===== config.mk =====
export PLATFORM = sky130hd
export DESIGN_NAME = axis_frame_painter
export DESIGN_NICKNAME = d
export VERILOG_FILES = /design/src/rtl/axis_frame_painter.sv
export SDC_FILE = /design/constraint.sdc
export NUM_CORES = 1
export LEC_CHECK = 0
export ABC_AREA = 1
export BUFFER_PORTS_ARGS = -buffer_cell sky130_fd_sc_hd__buf_2
export CORE_AREA = 2 2 130 132
export DETAILED_ROUTE_END_ITERATION = 16
export DIE_AREA = 0 0 132 134
export PLACE_DENSITY_LB_ADDON = 0.2
export SYNTH_ARGS = -nofsm -noshare
export SYNTH_HDL_FRONTEND = slang
export SYNTH_SLANG_ARGS = --single-unit

===== constraint.sdc =====
create_clock -name clk -period 3.8 [get_ports clk]
set_input_delay 0.19 -clock clk [delete_from_list [all_inputs] [get_ports clk]]
set_output_delay 0.19 -clock clk [all_outputs]
set_load 0.02 [all_outputs]

===== src/rtl/axis_frame_painter.sv =====
// Purpose : on start, streams a full frame of pixel writes: background clear, X axis, Y axis,
//           then tick marks on both axes. Geometry and colours are parametrised or latched on start.
// Latency : first pixel presented the cycle after start is accepted; one pixel per cycle while
//           pix_ready=1; done rises the cycle after the last pixel handshake.
// Backpressure: pix_valid/pix_ready handshake; the pixel is held stable while pix_ready=0.
//
// Ports:
//   clk, reset          clock, synchronous active-high reset
//   start               begin a frame (accepted only when idle or done)
//   x_center, y_center  column of the Y axis / row of the X axis (latched on start)
//   bg_col, axis_col    clear colour / axis and tick colour (latched on start)
//   pix_valid/pix_ready pixel write handshake; pix_x, pix_y, pix_col carry the pixel
//   busy, done          frame in progress / frame finished (held until next start or reset)
module axis_frame_painter #(
    parameter int H_RES        = 320,
    parameter int V_RES        = 240,
    parameter int X_W          = 9,
    parameter int Y_W          = 8,
    parameter int COL_W        = 6,
    parameter int TICK_SPACING = 10,
    parameter int TICK_HALF    = 2
) (
    input  logic             clk,
    input  logic             reset,
    input  logic             start,
    input  logic [X_W-1:0]   x_center,
    input  logic [Y_W-1:0]   y_center,
    input  logic [COL_W-1:0] bg_col,
    input  logic [COL_W-1:0] axis_col,
    output logic             pix_valid,
    input  logic             pix_ready,
    output logic [X_W-1:0]   pix_x,
    output logic [Y_W-1:0]   pix_y,
    output logic [COL_W-1:0] pix_col,
    output logic             busy,
    output logic             done
);

    // Two extra bits give room for a sign and for centre + spacing without wrap-around.
    localparam int XS = X_W + 2;
    localparam int YS = Y_W + 2;

    localparam logic signed [XS-1:0] H_S    = XS'(H_RES);
    localparam logic signed [XS-1:0] H_MAXS = XS'(H_RES - 1);
    localparam logic signed [XS-1:0] SX     = XS'(TICK_SPACING);
    localparam logic signed [XS-1:0] TX     = XS'(TICK_HALF);
    localparam logic signed [XS-1:0] X_ZERO = '0;
    localparam logic signed [YS-1:0] V_S    = YS'(V_RES);
    localparam logic signed [YS-1:0] V_MAXS = YS'(V_RES - 1);
    localparam logic signed [YS-1:0] SY     = YS'(TICK_SPACING);
    localparam logic signed [YS-1:0] TY     = YS'(TICK_HALF);
    localparam logic signed [YS-1:0] Y_ZERO = '0;
    localparam logic [X_W-1:0]       X_LAST = X_W'(H_RES - 1);
    localparam logic [Y_W-1:0]       Y_LAST = Y_W'(V_RES - 1);

    typedef enum logic [2:0] {
        S_IDLE, S_CLEAR, S_XAXIS, S_YAXIS, S_XTICK, S_YTICK, S_DONE
    } state_t;

    state_t           state;
    logic [X_W-1:0]   xc_r;
    logic [Y_W-1:0]   yc_r;
    logic [COL_W-1:0] bg_r;
    logic [COL_W-1:0] axis_r;
    // Set while walking the ticks on the negative side of the centre.
    logic             tick_neg;

    // ---------------------------------------------------------------
    // Geometry derived from the latched centre
    // ---------------------------------------------------------------
    logic signed [XS-1:0] xc_s, px_s, px_p, px_m, xt_pos, xt_neg, c_lo_s, c_hi_s;
    logic signed [YS-1:0] yc_s, py_s, py_p, py_m, yt_pos, yt_neg, r_lo_s, r_hi_s;
    logic                 x_on, y_on, ticks_on;
    logic                 xt_pos_ok, xt_neg_ok, yt_pos_ok, yt_neg_ok;
    logic                 px_p_ok, px_m_ok, py_p_ok, py_m_ok;
    logic [Y_W-1:0]       xt_row_lo, xt_row_hi;
    logic [X_W-1:0]       yt_col_lo, yt_col_hi;

    assign xc_s   = {2'b00, xc_r};
    assign yc_s   = {2'b00, yc_r};
    assign px_s   = {2'b00, pix_x};
    assign py_s   = {2'b00, pix_y};

    assign x_on     = (xc_s < H_S);
    assign y_on     = (yc_s < V_S);
    assign ticks_on = x_on && y_on;

    // First tick on each side of the centre.
    assign xt_pos    = xc_s + SX;
    assign xt_neg    = xc_s - SX;
    assign yt_pos    = yc_s + SY;
    assign yt_neg    = yc_s - SY;
    assign xt_pos_ok = (xt_pos < H_S);
    assign xt_neg_ok = (xt_neg >= X_ZERO);
    assign yt_pos_ok = (yt_pos < V_S);
    assign yt_neg_ok = (yt_neg >= Y_ZERO);

    // Next tick from the current pixel position.
    assign px_p    = px_s + SX;
    assign px_m    = px_s - SX;
    assign py_p    = py_s + SY;
    assign py_m    = py_s - SY;
    assign px_p_ok = (px_p < H_S);
    assign px_m_ok = (px_m >= X_ZERO);
    assign py_p_ok = (py_p < V_S);
    assign py_m_ok = (py_m >= Y_ZERO);

    // Clipped perpendicular extent of a tick. The centre itself lies on screen whenever
    // ticks are drawn, so each range holds at least one pixel.
    assign r_lo_s    = yc_s - TY;
    assign r_hi_s    = yc_s + TY;
    assign c_lo_s    = xc_s - TX;
    assign c_hi_s    = xc_s + TX;
    assign xt_row_lo = (r_lo_s < Y_ZERO) ? '0     : r_lo_s[Y_W-1:0];
    assign xt_row_hi = (r_hi_s > V_MAXS) ? Y_LAST : r_hi_s[Y_W-1:0];
    assign yt_col_lo = (c_lo_s < X_ZERO) ? '0     : c_lo_s[X_W-1:0];
    assign yt_col_hi = (c_hi_s > H_MAXS) ? X_LAST : c_hi_s[X_W-1:0];

    // ---------------------------------------------------------------
    // Step within the current phase
    // ---------------------------------------------------------------
    logic           adv_vld;
    logic [X_W-1:0] adv_x;
    logic [Y_W-1:0] adv_y;
    logic           adv_neg;

    always_comb begin
        adv_vld = 1'b0;
        adv_x   = pix_x;
        adv_y   = pix_y;
        adv_neg = tick_neg;
        case (state)
            S_CLEAR: begin
                if (pix_x != X_LAST) begin
                    adv_vld = 1'b1;
                    adv_x   = pix_x + 1'b1;
                end else if (pix_y != Y_LAST) begin
                    adv_vld = 1'b1;
                    adv_x   = '0;
                    adv_y   = pix_y + 1'b1;
                end
            end
            S_XAXIS: begin
                if (pix_x != X_LAST) begin
                    adv_vld = 1'b1;
                    adv_x   = pix_x + 1'b1;
                end
            end
            S_YAXIS: begin
                if (pix_y != Y_LAST) begin
                    adv_vld = 1'b1;
                    adv_y   = pix_y + 1'b1;
                end
            end
            S_XTICK: begin
                if (pix_y < xt_row_hi) begin
                    adv_vld = 1'b1;
                    adv_y   = pix_y + 1'b1;
                end else if (!tick_neg && px_p_ok) begin
                    adv_vld = 1'b1;
                    adv_x   = px_p[X_W-1:0];
                    adv_y   = xt_row_lo;
                end else if (!tick_neg && xt_neg_ok) begin
                    // Positive side exhausted: jump to the first tick left of centre.
                    adv_vld = 1'b1;
                    adv_x   = xt_neg[X_W-1:0];
                    adv_y   = xt_row_lo;
                    adv_neg = 1'b1;
                end else if (tick_neg && px_m_ok) begin
                    adv_vld = 1'b1;
                    adv_x   = px_m[X_W-1:0];
                    adv_y   = xt_row_lo;
                end
            end
            S_YTICK: begin
                if (pix_x < yt_col_hi) begin
                    adv_vld = 1'b1;
                    adv_x   = pix_x + 1'b1;
                end else if (!tick_neg && py_p_ok) begin
                    adv_vld = 1'b1;
                    adv_x   = yt_col_lo;
                    adv_y   = py_p[Y_W-1:0];
                end else if (!tick_neg && yt_neg_ok) begin
                    adv_vld = 1'b1;
                    adv_x   = yt_col_lo;
                    adv_y   = yt_neg[Y_W-1:0];
                    adv_neg = 1'b1;
                end else if (tick_neg && py_m_ok) begin
                    adv_vld = 1'b1;
                    adv_x   = yt_col_lo;
                    adv_y   = py_m[Y_W-1:0];
                end
            end
            default: ;
        endcase
    end

    // ---------------------------------------------------------------
    // Next pixel: stay in the phase if it has more, otherwise fall through
    // to the first non-empty later phase so empty phases cost no cycles.
    // ---------------------------------------------------------------
    state_t           n_state;
    logic [X_W-1:0]   n_x;
    logic [Y_W-1:0]   n_y;
    logic             n_neg;
    logic [COL_W-1:0] n_col;
    logic             before_yaxis, before_xtick, before_ytick;

    assign before_yaxis = (state == S_CLEAR) || (state == S_XAXIS);
    assign before_xtick = before_yaxis || (state == S_YAXIS);
    assign before_ytick = before_xtick || (state == S_XTICK);

    always_comb begin
        n_state = S_DONE;
        n_x     = '0;
        n_y     = '0;
        n_neg   = 1'b0;
        if (adv_vld) begin
            n_state = state;
            n_x     = adv_x;
            n_y     = adv_y;
            n_neg   = adv_neg;
        end else if ((state == S_CLEAR) && y_on) begin
            n_state = S_XAXIS;
            n_y     = yc_r;
        end else if (before_yaxis && x_on) begin
            n_state = S_YAXIS;
            n_x     = xc_r;
        end else if (before_xtick && ticks_on && (xt_pos_ok || xt_neg_ok)) begin
            n_state = S_XTICK;
            n_x     = xt_pos_ok ? xt_pos[X_W-1:0] : xt_neg[X_W-1:0];
            n_y     = xt_row_lo;
            n_neg   = !xt_pos_ok;
        end else if (before_ytick && ticks_on && (yt_pos_ok || yt_neg_ok)) begin
            n_state = S_YTICK;
            n_x     = yt_col_lo;
            n_y     = yt_pos_ok ? yt_pos[Y_W-1:0] : yt_neg[Y_W-1:0];
            n_neg   = !yt_pos_ok;
        end
        n_col = (n_state == S_CLEAR) ? bg_r : axis_r;
    end

    // ---------------------------------------------------------------
    // State and registered outputs
    // ---------------------------------------------------------------
    always_ff @(posedge clk) begin
        if (reset) begin
            state     <= S_IDLE;
            pix_valid <= 1'b0;
            pix_x     <= '0;
            pix_y     <= '0;
            pix_col   <= '0;
            busy      <= 1'b0;
            done      <= 1'b0;
            tick_neg  <= 1'b0;
            xc_r      <= '0;
            yc_r      <= '0;
            bg_r      <= '0;
            axis_r    <= '0;
        end else begin
            case (state)
                S_IDLE, S_DONE: begin
                    if (start) begin
                        xc_r      <= x_center;
                        yc_r      <= y_center;
                        bg_r      <= bg_col;
                        axis_r    <= axis_col;
                        state     <= S_CLEAR;
                        pix_x     <= '0;
                        pix_y     <= '0;
                        pix_col   <= bg_col;
                        pix_valid <= 1'b1;
                        busy      <= 1'b1;
                        done      <= 1'b0;
                        tick_neg  <= 1'b0;
                    end
                end
                default: begin
                    // pix_valid is always high in the drawing states.
                    if (pix_ready) begin
                        state    <= n_state;
                        pix_x    <= n_x;
                        pix_y    <= n_y;
                        pix_col  <= n_col;
                        tick_neg <= n_neg;
                        if (n_state == S_DONE) begin
                            pix_valid <= 1'b0;
                            busy      <= 1'b0;
                            done      <= 1'b1;
                        end
                    end
                end
            endcase
        end
    end

endmodule

# Word level (Yosys, flattened, before mapping)
# Index checks and enable logic that the tools add are counted.
# word_totals
regBits	58
latch_bits	0
mem_bits_rw	0
mem_bits_ro	0
in_bits	33
output_inout_bits	26
wordCells	190
mem_count	0
# op_classes
add_sub_neg	14
mul	0
n_div	0
n_lt_le_gt_ge	16
eq_ne	27
shift	0
mux	91
bitwise	0
reduce_logical	31
# op_table
cell	count
$mux 9	22
$mux 8	21
$pmux 9 s4	1
$mux 1	32
$pmux 8 s4	1
$mux 6	4
$add 9x4->10 const B	2
$ge 10x1->1 const B	2
$lt 10x9->1 const B	2
$ne 4x3->1 const B	5
$sub 9x4->10 const B	2
$add 8x4->9 const B	2
$ge 9x1->1 const B	2
$lt 9x8->1 const B	2
$mux 3	6
$sub 8x4->9 const B	2
$logic_and 1x1->1	13
$eq 3x3->1 const B	4
$ne 4x4->1 const B	3
$ne 6x1->1 const B	2
$add 9x2->10 const B	1
$gt 10x9->1 const B	1
$lt 10x1->1 const B	1
$sub 9x2->10 const B	1
other kinds (34)	45

# Logic depth before layout (Yosys ltp)
# depth
depth_word	15
ltp_mapped	26
depth_no_buf	25

# Worst setup path after synthesis
# OpenSTA, ideal clock, no wires.
# synth_timing
kind	register -> register
start	register xc_r[1]
end	register pix_y[6]
setup_time_ns	0.115
arrival_time_ns	3.157
t_required_ns	3.685
slack_ns	0.528
path_stages_with_launch	25
cell_sequence	dfxtp_1 > ha_1 > nand3_2 > nor2_2 > xor2_1 > nand2_1 > nand2_1 > nand2_1 > or2_2 > ha_1 > a21oi_1 > o21ai_0 > a21oi_1 > nand2_4 > nor2_2 > inv_2 > nand2_2 > nand2_4 > nand2_8 > nand2_1 > nand2_2 > inv_2 > buf_6 > o21ai_2 > a21oi_2
# synth_via
elab_chain_cells	11
# synth_rtl
item	line_no	source
start, declared	61	logic [X_W-1:0] xc_r;
start signal, assigned	264	xc_r <= x_center;
parallel branches: the longest is 11 deep, another holds $add 9x2->10	--	
end signal, assigned	283	pix_y <= n_y;
end, declared	33	output logic [Y_W-1:0] pix_y,
# Several ways; the timed one is not identified. The select of a mux whose other input is x is not followed.
# A chain may end at the register's enable or synchronous reset.

# Worst setup path after layout
# layout_timing
start	register xc_r[5]
end	register pix_x[4]
# layout_via
elab_chain_cells	11
# layout_rtl
item	line_no	source
parallel branches: the longest is 11 deep, another holds $add 9x2->10	--	
end signal, assigned	282	pix_x <= n_x;
end, declared	32	output logic [X_W-1:0] pix_x,
# Several ways; the timed one is not identified. The select of a mux whose other input is x is not followed.

==> metrics.cfg <==
[power_and_ir_drop]
powerDensity_nw_per_um2=978
vdd_drop_max_mv=0.342
p_leak_nw=3.41

[routing]
drt_iter0_drc=597
drc=0
viasPerCell=5.38
routedWlPerCell_um=15.8
first_pass_iters=5
wirelength_um=21100
dr_total_vias=7189
ant_nets=0

[timing]
maxSlewHeadroom_pct=36.7
final-hold-violation-count=0
worst_pin_slew_ns=0.949
final_max_slew_viol_count=0
fin_skew_ns=0.0115
setup_slack_ns=0.293
period_minus_slack_ns=3.51
setup_violations=0
fmax_mhz=285
fin_crit_sh_pct=92.3

[worst_setup_path]
cp.arrival_ns=3.77
reg2reg_from=xc_r[5]
worst_ep_required_time_ns=4.06
crit_path_end_kind=register
path_class=register to register
cp_max_fo=13
slowest_stage=dfxtp_1
max_stage_delay_ns=0.52
start_kind=register
reg2reg_depth=21
cpMostUsedCell=nand2_2
rr_endpoint=pix_x[4]
endpoint=pix_x[4]
r2r_setup_slack_ns=0.29
crit_path_start=xc_r[5]
cp_cell_sequence=nand2_2, nor2_1, nand2_1, xor2_1, nand2_1, nand2_2, or2_2, ha_1, nand3_1, nor3_1, nand2_2, nand2_4, nor2_2, inv_2, nand2_2, nand2_4, nand2_8, a21oi_4, buf_4, nand3_1, a21oi_1

[placement]
dpl_worst_slack_ns=0.186
gp_congestion=0.930
portBuffers=58
dpl_cell_area_um2=6860
hpwl_um=16200

[cts]
cts_max_level=3
cts_tree=built
hold_buffers=0
cts_made_buffers=9
cts-root-buf=clkbuf_16
clkSlewWorstSetupHoldPaths_ns=0.06
clock-sinks=58
clockBufferDepth=2
insertion_delay_ns=0.34

[cells_and_area]
layout_commonest_cell=nand2_1
syn_to_final_growth_pct=13.3
multiInputGateArea_um2=4510
layout_common_cells=nand2_1 (271), inv_1 (107), o21ai_0 (96), a21oi_1 (95), nor2_1 (85)
final-seq-area_um2=1160
drive_gt1_share_pct=16.3
antenna_cells=0
post-route-cell-area_um2=7220
fillers=1818
nets=1172

[global_route]
grt_pass1_wl_um=34500
antenna_found_initial=0
grt_start_max_net_pins=50
track_usage_pct=24.1
grt_remaining_overflow=0
grt_pass1_vias=6874

[floorplanning]
die_area_um2=17700
row_count=47
die_x_um=132
dieHeight_um=134
start_util_pct=39.1
core_region_area_um2=16300
io_pins=59

[synth]
synth_seq_cells=58
syn_nets=1121
synth_warnings=0
synthArstFlopShare_pct=0
synth.avg_cell_area_um2=6.01
synthCells=1060
ys.flop_type=dfxtp_1
synth_cell_types=51
seq_area_frac_synth_pct=18.2
syn-cell-area_um2=6370
synth_edf_count=0

[min_path]
hp-class=input port to register
hp-start=axis_col[2]

[outcome]
status=completed

[flow_run]
drv_cap=0

==> registers in the layout, summed over array words and instances (netlist names) <==
signal,flops
xc_r,9
busy,1
tick_neg,1
pix_col,6
bg_r,6
state,3
axis_r,6
pix_x,9
done,1
pix_y,8
yc_r,8
==> repair_timing <==
action	4_1_cts	5_1_grt
setup buffers	0	4
endpoints found under the setup margin	0	22
hold endpoints to repair	0	0
gates resized for setup	0	13
==> cell usage after synthesis, drive strengths merged (17+ instances only) <==
master | n | area, um^2
nor2 | 90 | 355
dfxtp | 58 | 1160
xor2 | 45 | 394
ha | 28 | 350
o211ai | 17 | 128
inv | 122 | 458
nand3 | 85 | 468
o21ai | 106 | 572
buf | 27 | 180
nand2 | 290 | 1170
clkbuf | 22 | 83.8
a21oi | 103 | 549
==> power by group <==
group	switching, mW	internal, mW
clock network	0.331	0.459
registers	0.325	0.825
logic	3.45	1.67
==> layer usage <==
layer  up-vias  global-route usage (%)  part of all wire [%]
met5         -                       0                     0
met4         0                    12.4                   4.4
met3        62                    3.44                   4.6
met2       244                    40.7                    46
met1      3277                    30.0                    45
li1       3606                       -                     -
==> critical path: cells and delay by family, from the launching register on <==
| kind | cells | cell delay (ns) |
|---|---|---|
| adders and majority gates | 1 | 0.29 |
| buffers and inverters | 2 | 0.23 |
| xor gates and xnor gates | 1 | 0.16 |
| and+or+nand+nor | 15 | 1.80 |
| DFF | 1 | 0.52 |
| AOI/OAI and AO/OA | 2 | 0.44 |
==> final cells by class <==
type,instances,share of cell area [%]
clock buffer,10,3.31
timing repair buffer,88,7.19
multi-input combinational,832,62.5
clock inverter,6,0.572
tap,220,3.81
sequential,58,16.1
inverter,122,6.45
==> worst min path at each step <==
stage                end  cells after the start
2_1_floorplan  axis_r[0]                      2
3_3_place_gp   axis_r[1]                      3
3_5_place_dp   axis_r[4]                      3
4_1_cts        axis_r[4]                      3
5_1_grt        axis_r[1]                      3
6_report       axis_r[2]                      3
==> per-stage QoR <==
step / power, mW / hold slack [ns] / utilization, % / TNS [ns] / std cells
floorplan: 4.79 / 0.334 / - / 0 / 1060
global placement: 6.09 / 0.446 / 42.1 / 0 / 1315
detailed placement: 6.07 / 0.448 / 42.1 / 0 / 1315
CTS: 6.88 / 0.0894 / 43.9 / 0 / 1331
global route: 7.75 / 0.0957 / 44.3 / -0.0170 / 1336
finish: 7.06 / 0.0961 / 44.3 / 0 / 1336
==> logic make-up (layout without fill, tap and decap cells) <==
kind of cell	after synthesis	count (layout)	synth area share, %
AND/OR/NAND/NOR	497	498	34.8
AO/OA/AOI/OAI	260	260	23.8
buffers and inverters	171	226	11.3
flip-flops	58	58	18.2
XOR/XNOR	46	46	6.33
adder cells (fa/ha/maj)	28	28	5.50
(Power assumes the default switching activity.)
